`src/rtl/matrix_pipeline_mac_pkg.sv`:
```
`default_nettype none
// ============================================================================
//  Module      : matrix_pipeline_mac_pkg
//  Description : Shared widths and FSM state type for the 3x3 matrix MAC.
//  Revision    : 1.0 - initial release
// ============================================================================
package matrix_pipeline_mac_pkg;

    localparam int DATA_W = 8;   // operand width
    localparam int PROD_W = 16;  // 8x8 product width
    localparam int ACC_W  = 18;  // accumulator width (three products)
    localparam int OUT_W  = 16;  // result width, modulo 2^16
    localparam int N      = 3;   // matrix dimension

    typedef enum logic [2:0] {
        IDLE  = 3'd0,
        LOAD  = 3'd1,
        MAC   = 3'd2,
        DRAIN = 3'd3,
        DONE  = 3'd4
    } state_t;

endpackage
`default_nettype wire

```
`src/rtl/matrix_pipeline_mac_if.sv`:
```
`default_nettype none
// ============================================================================
//  Module      : matrix_pipeline_mac_if
//  Description : Operand/result bus between the matrix front-end and the MAC.
//                master : front-end (drives start, a*, b*; reads c*, done)
//                slave  : matrix_pipeline_mac_top
//  Revision    : 1.0 - initial release
// ============================================================================
interface matrix_pipeline_mac_if;
    import matrix_pipeline_mac_pkg::*;

    logic              start;
    logic [DATA_W-1:0] a11, a12, a13, a21, a22, a23, a31, a32, a33;
    logic [DATA_W-1:0] b11, b12, b13, b21, b22, b23, b31, b32, b33;
    logic [OUT_W-1:0]  c11, c12, c13, c21, c22, c23, c31, c32, c33;
    logic              done;

    modport master (
        output start,
        output a11, a12, a13, a21, a22, a23, a31, a32, a33,
        output b11, b12, b13, b21, b22, b23, b31, b32, b33,
        input  c11, c12, c13, c21, c22, c23, c31, c32, c33,
        input  done
    );

    modport slave (
        input  start,
        input  a11, a12, a13, a21, a22, a23, a31, a32, a33,
        input  b11, b12, b13, b21, b22, b23, b31, b32, b33,
        output c11, c12, c13, c21, c22, c23, c31, c32, c33,
        output done
    );

endinterface
`default_nettype wire

```
`src/rtl/mac_lane.sv`:
```
`default_nettype none
// ============================================================================
//  Module      : mac_lane
//  Description : One multiply-accumulate lane: 8x8 multiplier, registered
//                16-bit product and 18-bit accumulator.
//  Ports       : clk, rst    - clock, asynchronous active-high reset
//                clr         - zero the accumulator
//                load_p      - register a*b into the product stage
//                acc_en      - add the registered product to the accumulator
//                a, b        - operands for the current k-step
//                acc_lo      - low OUT_W bits of the accumulator
//  Revision    : 1.0 - initial release
// ============================================================================
module mac_lane
    import matrix_pipeline_mac_pkg::*;
(
    input  wire logic              clk,
    input  wire logic              rst,
    input  wire logic              clr,
    input  wire logic              load_p,
    input  wire logic              acc_en,
    input  wire logic [DATA_W-1:0] a,
    input  wire logic [DATA_W-1:0] b,
    output logic      [OUT_W-1:0]  acc_lo
);

    logic [PROD_W-1:0] w_prod;
    logic [PROD_W-1:0] r_p;
    logic [ACC_W-1:0]  r_acc;

    assign w_prod = {{(PROD_W-DATA_W){1'b0}}, a} * {{(PROD_W-DATA_W){1'b0}}, b};

    always_ff @(posedge clk or posedge rst) begin
        if (rst) begin
            r_p   <= '0;
            r_acc <= '0;
        end else begin
            if (clr) begin
                r_acc <= '0;
            end else if (acc_en) begin
                r_acc <= r_acc + {{(ACC_W-PROD_W){1'b0}}, r_p};
            end
            if (load_p) begin
                r_p <= w_prod;
            end
        end
    end

    assign acc_lo = r_acc[OUT_W-1:0];

endmodule
`default_nettype wire

```
`src/rtl/matrix_pipeline_mac_top.sv`:
```
`default_nettype none
// ============================================================================
//  Module      : matrix_pipeline_mac_top
//  Description : Pipelined 3x3 unsigned matrix multiplier C = A*B using nine
//                MAC lanes stepped over k = 0..2. Fixed 5-clock latency from
//                the start-sampling edge to the one-cycle done pulse.
//  Ports       : clk  - rising-edge clock
//                rst  - asynchronous active-high reset
//                bus  - slave side of matrix_pipeline_mac_if
//                       (start, a11..a33, b11..b33 in; c11..c33, done out)
//  Revision    : 1.0 - initial release
// ============================================================================
module matrix_pipeline_mac_top
    import matrix_pipeline_mac_pkg::*;
(
    input wire logic             clk,
    input wire logic             rst,
    matrix_pipeline_mac_if.slave bus
);

    state_t            r_state;
    logic [1:0]        r_k;
    logic              r_done;
    logic [DATA_W-1:0] r_a [N][N];
    logic [DATA_W-1:0] r_b [N][N];
    logic [OUT_W-1:0]  r_c [N][N];

    logic [DATA_W-1:0] w_a_op [N];   // column k of A, one entry per row i
    logic [DATA_W-1:0] w_b_op [N];   // row k of B, one entry per column j
    logic [OUT_W-1:0]  w_acc_lo [N][N];
    logic              w_clr;
    logic              w_load_p;
    logic              w_acc_en;

    // Lane controls decode directly from the current state so each lane acts
    // on the same edge that the FSM leaves that state.
    assign w_clr    = (r_state == IDLE) && bus.start;
    assign w_load_p = (r_state == LOAD) || (r_state == MAC);
    assign w_acc_en = (r_state == MAC)  || (r_state == DRAIN);

    // Operand selection for the current k-step.
    always_comb begin
        for (int i = 0; i < N; i++) begin
            w_a_op[i] = r_a[i][0];
            w_b_op[i] = r_b[0][i];
            case (r_k)
                2'd1: begin
                    w_a_op[i] = r_a[i][1];
                    w_b_op[i] = r_b[1][i];
                end
                2'd2: begin
                    w_a_op[i] = r_a[i][2];
                    w_b_op[i] = r_b[2][i];
                end
                default: ;
            endcase
        end
    end

    always_ff @(posedge clk or posedge rst) begin
        if (rst) begin
            r_state <= IDLE;
            r_k     <= 2'd0;
            r_done  <= 1'b0;
            for (int i = 0; i < N; i++) begin
                for (int j = 0; j < N; j++) begin
                    r_a[i][j] <= '0;
                    r_b[i][j] <= '0;
                    r_c[i][j] <= '0;
                end
            end
        end else begin
            r_done <= 1'b0;
            case (r_state)
                IDLE: begin
                    if (bus.start) begin
                        r_a[0][0] <= bus.a11; r_a[0][1] <= bus.a12; r_a[0][2] <= bus.a13;
                        r_a[1][0] <= bus.a21; r_a[1][1] <= bus.a22; r_a[1][2] <= bus.a23;
                        r_a[2][0] <= bus.a31; r_a[2][1] <= bus.a32; r_a[2][2] <= bus.a33;
                        r_b[0][0] <= bus.b11; r_b[0][1] <= bus.b12; r_b[0][2] <= bus.b13;
                        r_b[1][0] <= bus.b21; r_b[1][1] <= bus.b22; r_b[1][2] <= bus.b23;
                        r_b[2][0] <= bus.b31; r_b[2][1] <= bus.b32; r_b[2][2] <= bus.b33;
                        r_k     <= 2'd0;
                        r_state <= LOAD;
                    end
                end
                LOAD: begin
                    r_k     <= 2'd1;
                    r_state <= MAC;
                end
                MAC: begin
                    // k=2 is the last product issued; its sum lands in DRAIN.
                    if (r_k == 2'd2) begin
                        r_k     <= 2'd0;
                        r_state <= DRAIN;
                    end else begin
                        r_k <= r_k + 2'd1;
                    end
                end
                DRAIN: begin
                    r_state <= DONE;
                end
                DONE: begin
                    for (int i = 0; i < N; i++) begin
                        for (int j = 0; j < N; j++) begin
                            r_c[i][j] <= w_acc_lo[i][j];
                        end
                    end
                    r_done  <= 1'b1;
                    r_state <= IDLE;
                end
                default: begin
                    r_state <= IDLE;
                end
            endcase
        end
    end

    for (genvar gi = 0; gi < N; gi++) begin : g_row
        for (genvar gj = 0; gj < N; gj++) begin : g_col
            mac_lane u_lane (
                .clk    (clk),
                .rst    (rst),
                .clr    (w_clr),
                .load_p (w_load_p),
                .acc_en (w_acc_en),
                .a      (w_a_op[gi]),
                .b      (w_b_op[gj]),
                .acc_lo (w_acc_lo[gi][gj])
            );
        end
    end

    assign bus.c11  = r_c[0][0];
    assign bus.c12  = r_c[0][1];
    assign bus.c13  = r_c[0][2];
    assign bus.c21  = r_c[1][0];
    assign bus.c22  = r_c[1][1];
    assign bus.c23  = r_c[1][2];
    assign bus.c31  = r_c[2][0];
    assign bus.c32  = r_c[2][1];
    assign bus.c33  = r_c[2][2];
    assign bus.done = r_done;

endmodule
`default_nettype wire

```
`src/flat_wrapper.sv`:
```
// flat-port wrapper written by rule: the top's interface ports become plain ports
module matrix_pipeline_mac_top_flat import matrix_pipeline_mac_pkg::*;
  (clk, rst, bus_start, bus_a11, bus_a12, bus_a13, bus_a21, bus_a22, bus_a23, bus_a31, bus_a32, bus_a33, bus_b11, bus_b12, bus_b13, bus_b21, bus_b22, bus_b23, bus_b31, bus_b32, bus_b33, bus_c11, bus_c12, bus_c13, bus_c21, bus_c22, bus_c23, bus_c31, bus_c32, bus_c33, bus_done);
  matrix_pipeline_mac_if bus_i ();
  input wire logic clk;
  input wire logic rst;
  input wire logic [$bits(bus_i.start)-1:0] bus_start;
  input wire logic [$bits(bus_i.a11)-1:0] bus_a11;
  input wire logic [$bits(bus_i.a12)-1:0] bus_a12;
  input wire logic [$bits(bus_i.a13)-1:0] bus_a13;
  input wire logic [$bits(bus_i.a21)-1:0] bus_a21;
  input wire logic [$bits(bus_i.a22)-1:0] bus_a22;
  input wire logic [$bits(bus_i.a23)-1:0] bus_a23;
  input wire logic [$bits(bus_i.a31)-1:0] bus_a31;
  input wire logic [$bits(bus_i.a32)-1:0] bus_a32;
  input wire logic [$bits(bus_i.a33)-1:0] bus_a33;
  input wire logic [$bits(bus_i.b11)-1:0] bus_b11;
  input wire logic [$bits(bus_i.b12)-1:0] bus_b12;
  input wire logic [$bits(bus_i.b13)-1:0] bus_b13;
  input wire logic [$bits(bus_i.b21)-1:0] bus_b21;
  input wire logic [$bits(bus_i.b22)-1:0] bus_b22;
  input wire logic [$bits(bus_i.b23)-1:0] bus_b23;
  input wire logic [$bits(bus_i.b31)-1:0] bus_b31;
  input wire logic [$bits(bus_i.b32)-1:0] bus_b32;
  input wire logic [$bits(bus_i.b33)-1:0] bus_b33;
  output wire logic [$bits(bus_i.c11)-1:0] bus_c11;
  output wire logic [$bits(bus_i.c12)-1:0] bus_c12;
  output wire logic [$bits(bus_i.c13)-1:0] bus_c13;
  output wire logic [$bits(bus_i.c21)-1:0] bus_c21;
  output wire logic [$bits(bus_i.c22)-1:0] bus_c22;
  output wire logic [$bits(bus_i.c23)-1:0] bus_c23;
  output wire logic [$bits(bus_i.c31)-1:0] bus_c31;
  output wire logic [$bits(bus_i.c32)-1:0] bus_c32;
  output wire logic [$bits(bus_i.c33)-1:0] bus_c33;
  output wire logic [$bits(bus_i.done)-1:0] bus_done;
  assign bus_i.start = bus_start;
  assign bus_i.a11 = bus_a11;
  assign bus_i.a12 = bus_a12;
  assign bus_i.a13 = bus_a13;
  assign bus_i.a21 = bus_a21;
  assign bus_i.a22 = bus_a22;
  assign bus_i.a23 = bus_a23;
  assign bus_i.a31 = bus_a31;
  assign bus_i.a32 = bus_a32;
  assign bus_i.a33 = bus_a33;
  assign bus_i.b11 = bus_b11;
  assign bus_i.b12 = bus_b12;
  assign bus_i.b13 = bus_b13;
  assign bus_i.b21 = bus_b21;
  assign bus_i.b22 = bus_b22;
  assign bus_i.b23 = bus_b23;
  assign bus_i.b31 = bus_b31;
  assign bus_i.b32 = bus_b32;
  assign bus_i.b33 = bus_b33;
  assign bus_c11 = bus_i.c11;
  assign bus_c12 = bus_i.c12;
  assign bus_c13 = bus_i.c13;
  assign bus_c21 = bus_i.c21;
  assign bus_c22 = bus_i.c22;
  assign bus_c23 = bus_i.c23;
  assign bus_c31 = bus_i.c31;
  assign bus_c32 = bus_i.c32;
  assign bus_c33 = bus_i.c33;
  assign bus_done = bus_i.done;
  matrix_pipeline_mac_top u_core (.clk(clk), .rst(rst), .bus(bus_i));
endmodule
```
`config.mk`:
```
export PLATFORM = sky130hd
export DESIGN_NAME = matrix_pipeline_mac_top_flat
export DESIGN_NICKNAME = d
export VERILOG_FILES = /design/src/rtl/matrix_pipeline_mac_pkg.sv /design/src/rtl/matrix_pipeline_mac_if.sv /design/src/rtl/mac_lane.sv /design/src/rtl/matrix_pipeline_mac_top.sv /design/src/flat_wrapper.sv
export SDC_FILE = /design/constraint.sdc
export NUM_CORES = 2
export LEC_CHECK = 0
export CAP_MARGIN = 20
export CORE_AREA = 2 2 365 367
export CTS_CLUSTER_SIZE = 12
export DETAILED_ROUTE_END_ITERATION = 12
export DIE_AREA = 0 0 367 369
export PLACE_DENSITY = 0.63
export REMOVE_ABC_BUFFERS = 1
export SLEW_MARGIN = 20
export SYNTH_ARGS = -nofsm -noshare
export SYNTH_HDL_FRONTEND = slang
export SYNTH_SLANG_ARGS = --single-unit
```
`constraint.sdc`:
```
create_clock -name clk -period 29.3 [get_ports clk]
set_input_delay 5.86 -clock clk [delete_from_list [all_inputs] [get_ports clk]]
set_output_delay 5.86 -clock clk [all_outputs]
set_load 0.01 [all_outputs]
```
==> results.md <==
- The flow ran to the end, and the final reports show no timing, DRC or antenna violations.
- The violation count after the first detailed-routing iteration is 2003.
- The synthesized design contains 582 register bits.
- Sequential elements use 31.8% of the synthesized area.
- The final count of pins violating max slew is 0.
- Dividing the detail-routed via count by the number of cells gives 5.12.
- The count of placed standard cells including taps is 6637.
- The number of global-route vias before repair is 35300.
- The worst hold path belongs to the class register to register.
- CTS placed an instance of clkbuf_16 at the clock tree root.
- The synthesized netlist occupies a cell area of 0.0458 sq mm.
- The cell count after synthesis is 4746.
- The clock period could shrink to 8.11 ns.
- The final critical path takes up 27.7% of the cycle.
- In the post-route analysis, the smallest setup slack over all paths is 21.19 ns.
- The most used flip-flop cell after synthesis is dfrtp_1.
- The clock arrives with 0.0322 ns of skew.
- After synthesis, the netlist uses 70 different library cells.
- The startpoint identified for the worst register-to-register timing path is u_core.r_k[0].
- The post-cts hold buffer count is 0.
- The placer congestion estimate is 0.834.
- After synthesis, the share of flip-flops with an asynchronous set or reset is 100%.
- In this run the worst setup path begins at bus_start.
- The worst slew margin relative to its limit is 27.6%.
- The core outline area is 0.131 sq mm.
- For the worst flop-to-flop path, the logic depth is 20.
- After detailed routing, the total wire length is 123 mm.
- Dividing the detail-routed wire length by the instance count gives 18.2 um.
- The largest area contributor in the synthesized netlist is dfrtp_1.
- In this design, the stage delay of the slowest critical-path cell is 0.86 ns.
- At the pin with the least slew margin, the transition time is 1.09 ns.
- The destination of the critical timing path is u_core.r_b[38].
- The maximum clock rate is 0.123 GHz.
- The post-place setup slack is 20.50 ns.
- Data on the critical path is required at its endpoint by 29.84 ns.
- The total overflow left after global routing is 0.
- The level count of the clock H-tree is 3.
- The detailed router placed 34600 vias in this run.
- The most common cell after layout, fill and taps aside is dfrtp_1.
- The total of endpoints with negative setup slack in the final report is 0.
- In this run the register-to-register setup slack is 21.88 ns.
- For the worst-skew pair, the clock arrives at the later sink with an insertion delay of 0.67 ns.
- Clock tree synthesis found a total of 582 sinks.
- The critical path goes through clkdlybuf4s50_1 -> nor4b_2 -> buf_4 -> buf_4 -> mux2_2.
- The die is 367 um wide.
- The element type at the critical path start is an input port.
- The type of the worst setup path is input port to register.
- The highest-delay cell along the critical path is buf_4.
- The first global-routing pass estimated 198 mm of wire.
- Compared with the post-synthesis result, the final layout area differs by 15.7%.
- Once the clock tree was built, the setup fixing pass inserted 0 buffers.
- The area enclosed by the die boundary is 0.135 sq mm.
- By area the synthesized netlist is led by dfrtp_1 32%, fa_1 15%, ha_1 13%, mux2_2 7.1%, nor2_1 4.5%.
- The fraction of final layout cells with drive strength greater than 1 is 10.8%.
- TritonCTS built the clock tree.
- The yosys synthesis warning count is 0.
- The number of primary I/O pins is 292.
- STA classifies the critical path endpoint as a register.
- For this run, the number of standard cells in the final layout without fillers is 6750.
- The area share of the largest cell type after synthesis is 31.8%.
- In this run, synthesis inferred 0 flip-flops with an integrated enable.
- The filler cells instantiated in the layout total 12900.
- The iteration count of the initial detailed-routing pass is 5.
- The tool flagged a number of max-cap violations equal to 0.
- The floorplan has 133 rows.
- The count of final hold-check violations is 0.
- Leaving out fill and tap cells, the most frequent cells in the layout are 582 x dfrtp_1, 545 x nor2_1, 523 x inv_1.
- Summing all multi-input logic gate instances after layout gives 0.0286 sq mm.
- The register clock-pin slew on the reported worst setup and hold paths is 0.05 ns.
- The die is 369 um tall.
- The global routing usage summed across all routing layers is 18.4%.
- The final-stage net count is 5894.
- The number of gates resized after CTS is 0.
- The count of nets left with antenna violations once routing finished came out at 0.
- The initial antenna violation count is 9.
- In this run the critical register-to-register path is captured at u_core.g_row[0].g_col[0].u_lane.r_p[14].
- The worst-path maximum fanout is 70.
- For this configuration, the core starts out at a cell density of 34.9%.
- The count of port buffers added during placement is 291.
- The CTS buffer count is 66.
- Entering global routing, the biggest net connects 141 pins.
- Setup repair after global routing left no endpoint under its margin.
- Detailed placement ended at an HPWL of 90.6 mm.
- The endpoint arrival time on the critical path is 8.65 ns.
- A synthesized cell averages 9.65 sq um.
- The number of remaining DRC errors is 0.
- The most common cell type on the critical path is buf_4.
- The sum of negative setup slack is 0 ns.
- The clock passes through at most 3 buffers.
- The sequential cell area is 0.0146 sq mm.
[Yosys cell counts, drive strengths merged, types with 21 or more instances]
library cell  count
nand3            25
nand2b           68
xnor2            73
clkbuf          192
a22oi            50
a21oi           155
nor2            546
inv             525
dfrtp           582
ha              463
mux2            289
or2              36
a211oi           23
nand2           417
o22ai            45
o21a             36
o21ai           301
buf              28
nor3             31
a21o            107
a31oi            24
a21boi           21
nor2b            37
xor2             92
o31ai            30
fa              333
[critical path: cells and delay by family]
family / cells / cell delay (ns)
buffers and inverters: 3 / 2.08
muxes: 1 / 0.41
and+or+nand+nor: 1 / 0.25
[metrics by stage]
step / cell area, sq um / util, % / hold WS (ns)
floorplan: 45000 / - / 0.444
global placement: 50800 / 38.7 / 0.468
detailed placement: 50800 / 38.7 / 0.474
CTS: 53000 / 40.4 / 0.486
global route: 53000 / 40.4 / 0.512
finish: 53000 / 40.4 / 0.481
[cells by family (layout without fill, tap and decap cells)]
kind of cell	after synthesis	in the layout	share of synthesized area (%)
multiplexers	297	297	7.28
other	0	1	0
buffers and inverters	745	993	6.11
adder cells (fa/ha/maj)	796	796	27.2
flip-flops	582	582	31.8
XOR/XNOR	165	165	3.15
AND/OR/NAND/NOR	1255	1255	11.9
AO/OA/AOI/OAI	906	906	12.6
[how the worst min path moves through the flow]
stage / endpoint / depth (start not counted) / startpoint / slack, ns
2_1_floorplan: u_core.g_row[0].g_col[1].u_lane.r_acc[15] / 1 / u_core.g_row[0].g_col[1].u_lane.r_acc[15] / 0.44
4_1_cts: u_core.g_row[0].g_col[2].u_lane.r_p[0] / 2 / u_core.g_row[0].g_col[2].u_lane.r_p[0] / 0.49
3_5_place_dp: u_core.g_row[0].g_col[1].u_lane.r_p[0] / 2 / u_core.g_row[0].g_col[1].u_lane.r_p[0] / 0.47
6_report: u_core.g_row[0].g_col[2].u_lane.r_p[0] / 2 / u_core.g_row[0].g_col[2].u_lane.r_p[0] / 0.48
5_1_grt: u_core.g_row[2].g_col[1].u_lane.r_p[14] / 2 / u_core.g_row[2].g_col[1].u_lane.r_p[14] / 0.51
3_3_place_gp: u_core.g_row[0].g_col[2].u_lane.r_p[0] / 2 / u_core.g_row[0].g_col[2].u_lane.r_p[0] / 0.47
[flip-flops by register name, summed over array words and instances, names as in the netlist]
signal / flops
u_core.bus.c11: 16
u_core.bus.c12: 16
u_core.bus.c13: 16
u_core.bus.c21: 16
u_core.bus.c22: 16
u_core.bus.c23: 16
u_core.bus.c31: 16
u_core.bus.c32: 16
u_core.bus.c33: 16
u_core.bus.done: 1
u_core.g_row.g_col.u_lane.r_acc: 144
u_core.g_row.g_col.u_lane.r_p: 144
u_core.r_a: 72
u_core.r_b: 72
u_core.r_k: 2
u_core.r_state: 3
[area by class of cell]
| cell class | count | area share [%] |
|---|---|---|
| multi-input combinational | 3419 | 54.0 |
| clock buffer | 98 | 3.81 |
| inverter | 525 | 3.73 |
| antenna | 1 | 0.00472 |
| sequential | 582 | 27.5 |
| tap | 1755 | 4.14 |
| timing repair buffer | 357 | 6.46 |
| clock inverter | 13 | 0.340 |
[metal layers]
metal | GRT usage [%] | vias to the layer above | part of all wire, %
li1 | - | 16300 | -
met1 | 25.8 | 17200 | 47
met2 | 28.6 | 874 | 44
met3 | 3.84 | 144 | 7.0
met4 | 5.43 | 10 | 2.4
met5 | 0 | - | 0.055
Power is left out: the tool's default activity adds up to more than one toggle a clock period on the data nets, which glitch-free logic cannot reach.
